### src/rtl/alu_pkg.sv
// Shared opcode, state and constant definitions for the ALU driver.
package alu_pkg;
    localparam logic [2:0] OP_AND = 3'b000;
    localparam logic [2:0] OP_OR  = 3'b001;
    localparam logic [2:0] OP_XOR = 3'b010;
    localparam logic [2:0] OP_NOR = 3'b011;
    localparam logic [2:0] OP_SLT = 3'b100;
    localparam logic [2:0] OP_ADD = 3'b101;
    localparam logic [2:0] OP_SUB = 3'b110;
    localparam logic [2:0] OP_MOD = 3'b111;

    typedef enum logic [2:0] {
        S_IDLE  = 3'd0,
        S_EXEC  = 3'd1,
        S_ISSUE = 3'd2,
        S_WAIT  = 3'd3,
        S_RESP  = 3'd4
    } state_e;

    localparam logic [31:0] MOD_ZERO_RES = 32'hFFFF_FFFF;
endpackage

### src/rtl/alu_drv_watchdog.sv
// Loadable down-counter bounding the WAIT state; expired_o rises once CYCLES
// enabled cycles have elapsed since the load.
module alu_drv_watchdog #(
    parameter int CYCLES = 4096
) (
    input  logic clk_i,
    input  logic rst_i,
    input  logic clr_i,
    input  logic load_i,
    input  logic en_i,
    output logic expired_o
);
    localparam int CW = (CYCLES > 1) ? $clog2(CYCLES) : 1;

    logic [CW-1:0] cnt_q, cnt_d;

    always_comb begin
        cnt_d = cnt_q;
        if (clr_i)
            cnt_d = '0;
        else if (load_i)
            cnt_d = CW'(CYCLES - 1);
        else if (en_i && cnt_q != '0)
            cnt_d = cnt_q - 1'b1;
    end

    always_ff @(posedge clk_i or posedge rst_i) begin
        if (rst_i) cnt_q <= '0;
        else       cnt_q <= cnt_d;
    end

    assign expired_o = en_i && (cnt_q == '0);
endmodule

### src/rtl/alu_driver.sv
// Request/response front end for the multi-cycle ALU. Optional WAIT timeout
// is enabled by defining ALU_DRIVER_TIMEOUT_EN.
module alu_driver
    import alu_pkg::*;
#(
    parameter int DATA_W         = 32,
    parameter int TIMEOUT_CYCLES = 4096
) (
    input  logic              clk,
    input  logic              reset,
    input  logic              req_valid,
    output logic              req_ready,
    input  logic [2:0]        req_op,
    input  logic [DATA_W-1:0] req_a,
    input  logic [DATA_W-1:0] req_b,
    output logic [DATA_W-1:0] alu_a,
    output logic [DATA_W-1:0] alu_b,
    output logic [2:0]        alu_aluop,
    output logic              alu_start,
    input  logic [DATA_W-1:0] alu_res,
    input  logic              alu_done,
    input  logic              alu_carry,
    output logic              rsp_valid,
    input  logic              rsp_ready,
    output logic [DATA_W-1:0] rsp_res,
    output logic              rsp_carry,
    output logic              rsp_err,
    output logic              busy
);
    if (DATA_W < 2 || TIMEOUT_CYCLES < 2) begin : g_param_check
        $error("alu_driver: DATA_W and TIMEOUT_CYCLES must both be at least 2");
    end

    state_e            state_q, state_d;
    logic [DATA_W-1:0] a_q, a_d, b_q, b_d, res_q, res_d;
    logic [2:0]        op_q, op_d;
    logic              carry_q, carry_d, err_q, err_d;
    logic              wd_expired;

`ifdef ALU_DRIVER_TIMEOUT_EN
    alu_drv_watchdog #(.CYCLES(TIMEOUT_CYCLES)) u_watchdog (
        .clk_i     (clk),
        .rst_i     (reset),
        .clr_i     (state_q == S_IDLE),
        .load_i    (state_q == S_ISSUE),
        .en_i      (state_q == S_WAIT),
        .expired_o (wd_expired)
    );
`else
    assign wd_expired = 1'b0;
`endif

    always_comb begin
        state_d = state_q;
        a_d     = a_q;
        b_d     = b_q;
        op_d    = op_q;
        res_d   = res_q;
        carry_d = carry_q;
        err_d   = err_q;
        case (state_q)
            S_IDLE: if (req_valid) begin
                a_d     = req_a;
                b_d     = req_b;
                op_d    = req_op;
                carry_d = 1'b0;
                err_d   = 1'b0;
                if (req_op != OP_MOD) begin
                    state_d = S_EXEC;
                end else if (req_b == '0) begin
                    // Divide by zero never reaches the ALU.
                    res_d   = DATA_W'(MOD_ZERO_RES);
                    err_d   = 1'b1;
                    state_d = S_RESP;
                end else begin
                    state_d = S_ISSUE;
                end
            end
            S_EXEC: begin
                res_d   = (op_q == OP_SLT) ? DATA_W'(alu_res[0]) : alu_res;
                carry_d = (op_q == OP_ADD) && alu_carry;
                state_d = S_RESP;
            end
            S_ISSUE: state_d = S_WAIT;
            S_WAIT: begin
                // done has priority over an expiry in the same cycle
                if (alu_done) begin
                    res_d   = alu_res;
                    state_d = S_RESP;
                end else if (wd_expired) begin
                    res_d   = '0;
                    err_d   = 1'b1;
                    state_d = S_RESP;
                end
            end
            S_RESP: if (rsp_ready) state_d = S_IDLE;
            default: state_d = S_IDLE;
        endcase
    end

    always_ff @(posedge clk or posedge reset) begin
        if (reset) begin
            state_q <= S_IDLE;
            a_q     <= '0;
            b_q     <= '0;
            op_q    <= '0;
            res_q   <= '0;
            carry_q <= 1'b0;
            err_q   <= 1'b0;
        end else begin
            state_q <= state_d;
            a_q     <= a_d;
            b_q     <= b_d;
            op_q    <= op_d;
            res_q   <= res_d;
            carry_q <= carry_d;
            err_q   <= err_d;
        end
    end

    // Decoded from state so reset removes start/valid without waiting for a clock.
    assign req_ready = (state_q == S_IDLE);
    assign busy      = (state_q != S_IDLE);
    assign alu_start = (state_q == S_ISSUE);
    assign rsp_valid = (state_q == S_RESP);
    assign alu_a     = a_q;
    assign alu_b     = b_q;
    assign alu_aluop = op_q;
    assign rsp_res   = res_q;
    assign rsp_carry = carry_q;
    assign rsp_err   = err_q;
endmodule
### config.mk
export PLATFORM = sky130hd
export DESIGN_NAME = alu_driver
export DESIGN_NICKNAME = d
export VERILOG_FILES = /design/src/rtl/alu_pkg.sv /design/src/rtl/alu_drv_watchdog.sv /design/src/rtl/alu_driver.sv
export SDC_FILE = /design/constraint.sdc
export NUM_CORES = 1
export LEC_CHECK = 0
export CORE_ASPECT_RATIO = 0.6
export CORE_MARGIN = 3
export CORE_UTILIZATION = 44
export CTS_CLUSTER_SIZE = 16
export DETAILED_ROUTE_END_ITERATION = 10
export GPL_TIMING_DRIVEN = 0
export PLACE_DENSITY_LB_ADDON = 0.2
export SYNTH_ARGS = -nofsm -noshare
export SYNTH_HDL_FRONTEND = slang
export SYNTH_HIERARCHICAL = 1
export SYNTH_SLANG_ARGS = --single-unit
### constraint.sdc
create_clock -name clk -period 9.2 [get_ports clk]
set_clock_uncertainty 0.05 [all_clocks]
set_input_delay 0.92 -clock clk [delete_from_list [all_inputs] [get_ports clk]]
set_output_delay 0.92 -clock clk [all_outputs]
set_load 0.02 [all_outputs]
-- After elaboration in Yosys (flattened, before gate mapping)
Index checks and enable logic that the tools add are counted.
- bits in registers: 104
- input bits: 105
- word-level logic and storage cells: 45
- equal/unequal tests: 12
- mux-type cells: 16
- reduce and logical (&&, ||, !) cells: 10
- operator list (kind ; count):
    two-way mux 32 bit ; 5
    case mux 32 bit (3 select lines) ; 1
    logical NOT 32 bit ; 1
    two-way mux 3 bit ; 5
    case mux 3 bit (5 select lines) ; 1
    == test 3 bit, second input constant ; 3
    == test 3 x 2 -> 1 bit, second input constant ; 2
    inequality test 2 bit, second input constant ; 3
    nonzero test 3 bit ; 2
    AND reduction 5 bit ; 1
    inequality test 2 x 1 -> 1 bit, second input constant ; 2
    AND reduction 2 bit ; 2
    == test 3 x 1 -> 1 bit, second input constant ; 1
    logical NOT 3 bit ; 1
    two-way mux 1 bit ; 3
    inequality test 3 bit, second input constant ; 1
    AND reduction 3 bit ; 1
    case mux 1 bit (2 select lines) ; 1
    nonzero test 2 bit ; 1
    logical AND 1 bit ; 1

-- Logic depth before layout (Yosys ltp)
- word-level depth: 5
- gate-level depth with buffers: 8
- mapped depth without buffers: 5

-- Least setup slack after synthesis
OpenSTA, ideal clock, no wires.
- path type: input to register
- from: in req_b[17]
- to: reg res_q[2], in the netlist rsp_res[2]
- library setup time: 0.120 ns
- data arrival time: 1.933 ns
- data required time: 9.030 ns
- setup slack: 7.097 ns
- stages: 6
- buffers on the path: 1
- cells stage by stage: nor4_1 > nand4_1 > o21ai_4 > nand2b_4 > buf_6 > o2bb2ai_2
- cells in the longest elaborated chain, start to end: 3
- RTL lines (element ; RTL line ; text):
    start, declared ; alu_driver.sv:15 ; input logic [DATA_W-1:0] req_b,
    logical NOT 32 bit ; alu_driver.sv:70 ; end else if (req_b == '0) begin
    inequality test 2 x 1 -> 1 bit (no line) ; - ;
    AND reduction 5 bit (no line) ; - ;
    end signal, assigned ; alu_driver.sv:115 ; res_q <= res_d;
    end, declared ; alu_driver.sv:35 ; logic [DATA_W-1:0] a_q, a_d, b_q, b_d, res_q, res_d;
No other way between the ends.
A chain may end at the register's enable or synchronous reset.

-- Worst setup path after layout
- from: reg state_q[1]
- to: out rsp_valid
- cells in the longest elaborated chain, start to end: 1
- RTL lines (element ; RTL line ; text):
    start, declared ; alu_driver.sv:34 ; state_e state_q, state_d;
    start signal, assigned ; alu_driver.sv:111 ; state_q <= state_d;
    == test 3 bit ; alu_driver.sv:125 ; assign rsp_valid = (state_q == S_RESP);
    end, declared ; alu_driver.sv:23 ; output logic rsp_valid,
No other way between the ends.

==> flow_summary.json <==
{
  "setup_viol": 0,
  "r2r_end": "alu_a[18]",
  "drv_slew": 0,
  "status": "finished clean",
  "post_cts.repair.setup_buffers": 0,
  "maxCapViolations": 0,
  "critPathArrivalTime_ps": 1830,
  "syn_nets": 406,
  "r2r-start": "state_q[1]",
  "start_util_pct": 46.8,
  "first_global_vias": 3505,
  "layout-drive-gt1-share_pct": 13.3,
  "grt_start_max_net_pins": 68,
  "cp-start-kind": "flop",
  "hold_slack_ps": 436,
  "min_from": "alu_b[26]",
  "track_usage_pct": 20.7,
  "nets": 627,
  "hold_depth": 1,
  "die_h_um": 84.0,
  "num_antenna_cells": 0,
  "power_density_nw_per_um2": 367,
  "tns_ps": 0,
  "cp_max_fo": 10,
  "grt_pass1_wl_um": 18500,
  "postCtsHoldBufs": 0,
  "yosysSeqAreaShare_pct": 58.4,
  "worstPathRequired_ps": 8230,
  "max_clock_freq_mhz": 357,
  "via_per_inst": 4.95,
  "hold_class": "reg -> reg",
  "relSlewSlack_pct": 65.7,
  "drtAntennaViolNets": 0,
  "r2r_cells": 6,
  "drt_iter0_markers": 129,
  "synth.cell_area_um2": 4460,
  "cts_max_path_buffers": 2,
  "worst_slack_ps": 6400,
  "finalCritPeriodShare_pct": 30.4,
  "wire_per_inst_um": 17.4,
  "crit_type": "reg -> out",
  "root_buffer": "clkbuf_16",
  "rsz0062_at_grt": "false",
  "avgSynthCellArea_um2": 14.8,
  "drt_first_pass_iters": 4,
  "synth_cell_type_count": 34,
  "core_area_um2": 9530,
  "grt_remaining_overflow": 0,
  "cts_buffers": 9,
  "num_vias": 3252,
  "ys_ff_latch": 104,
  "cts_resized": 0,
  "hold_violations": 0,
  "fp-row-count": 27,
  "cts_htree_levels": 3,
  "die_area_um2": 11400,
  "area_delta_synth_final_pct": 57.5,
  "path_clk_slew_ps": 60,
  "p_leak_nw": 2.84,
  "drt-total-wl_um": 11400,
  "r2r_slack_ps": 7350,
  "ir_drop_uv": 179,
  "worst_slew_pin_slew_ps": 514,
  "clock-sinks": 104,
  "antenna_found_initial": 0,
  "min_to": "alu_b[26]",
  "hpwl_um": 8970,
  "portBuffers": 209,
  "pin_count": 210,
  "clk_latency_ps": 340,
  "die_w_um": 136,
  "globalplace.congestion": 0.802,
  "yosys_warnings": 6,
  "crit_path_end_kind": "output port",
  "cts_tree": "done",
  "dp_slack_ps": 6320,
  "drc": 0,
  "period_minus_slack_ps": 2800,
  "synth_cells": 301
}
==> flip-flops by register name (all words and copies together) (netlist names) <==
signal,flops
rsp_res,32
alu_aluop,3
rsp_carry,1
state_q,3
alu_b,32
alu_a,32
rsp_err,1
==> power breakdown <==
part           internal, mW  switching, mW
clock                 0.192          0.161
combinational         0.731          0.663
sequential            0.692          0.140
total                  1.61          0.964
==> kinds of logic after synthesis <==
| family | after synthesis | synth area share, % |
|---|---|---|
| compound gates | 41 | 12.0 |
| simple gates | 65 | 7.61 |
| buf+inv | 24 | 5.14 |
| flops | 104 | 58.4 |
| mux | 67 | 16.9 |
==> layout make-up <==
| cell class | instances | area [um2] |
|---|---|---|
| tap | 130 | 163 |
| buffer | 20 | 214 |
| timing repair buffer | 210 | 2120 |
| inverter | 4 | 17.5 |
| sequential | 104 | 2600 |
| clock buffer | 12 | 246 |
| fill | 645 | 2510 |
| clock inverter | 4 | 30.0 |
| multi-input combinational | 173 | 1630 |
==> worst max-delay path by stage <==
| stage | start | endpoint | slack, ps | depth (start not counted) |
|---|---|---|---|---|
| 2_1_floorplan | reset | alu_a[0] | 5500 | 1 |
| 3_3_place_gp | reset | rsp_res[23] | 4000 | 2 |
| 3_5_place_dp | req_b[17] | rsp_res[7] | 6320 | 7 |
| 4_1_cts | state_q[1] | rsp_valid | 6390 | 3 |
| 5_1_grt | state_q[2] | rsp_valid | 6300 | 2 |
| 6_report | state_q[1] | rsp_valid | 6400 | 3 |
==> cells in the mapped netlist, drive strengths merged <==
cell type    instances  area [um2]
a21boi               1        7.51
a21oi                3        18.8
a41oi                1        8.76
and2                 1        6.26
buf                 17         188
clkbuf               2        17.5
dfrtp              104        2600
dlygate4sd1          1        8.76
inv                  4        15.0
mux2                67         754
nand2                4        17.5
nand2b               3        26.3
nand3                1        5.00
nand3b               2        15.0
nand4                2        12.5
nor2                34         128
nor2b                1        6.26
nor3                 2        21.3
nor3b                2        15.0
nor4                 9        56.3
o211ai               1        7.51
o21ai                4        31.3
o2bb2ai             31         459
or2b                 1        8.76
or3                  1        6.26
or4                  2        15.0
==> worst max-delay path, cell delays in order (launching register included) <==
cell	delay, ps
dfrtp_1	380
buf_6	140
nor3b_1	290
clkdlybuf4s50_1	680
==> layer usage <==
| metal | vias to the layer above | GRT usage (%) | wire length [um] |
|---|---|---|---|
| li1 | 1529 | - | - |
| met1 | 1601 | 26.0 | 4830 |
| met2 | 116 | 33.4 | 5410 |
| met3 | 6 | 8.92 | 1120 |
| met4 | 0 | 4.39 | 80 |
| met5 | - | 0 | 0 |
==> stage by stage <==
stage	util (%)	power [mW]	cells	area, um2
2_1_floorplan	-	1.59	301	4460
3_3_place_gp	70.5	2.21	640	6710
3_5_place_dp	70.8	2.25	641	6740
4_1_cts	73.7	2.61	657	7020
5_1_grt	73.7	2.73	657	7020
6_report	73.7	2.58	657	7020
==> placed cells by master, fill, tap and decap left out, types with 3 or more instances in the layout <==
cell             instances
dfrtp_1                104
clkbuf_1                 3
o21ai_0                  3
nor4_1                   9
clkbuf_16                9
nor2_1                  34
nand2_1                  3
clkdlybuf4s50_1        209
o2bb2ai_2               30
buf_6                   16
mux2_1                  67
inv_1                    3
Power figures use the tool's default switching activity.
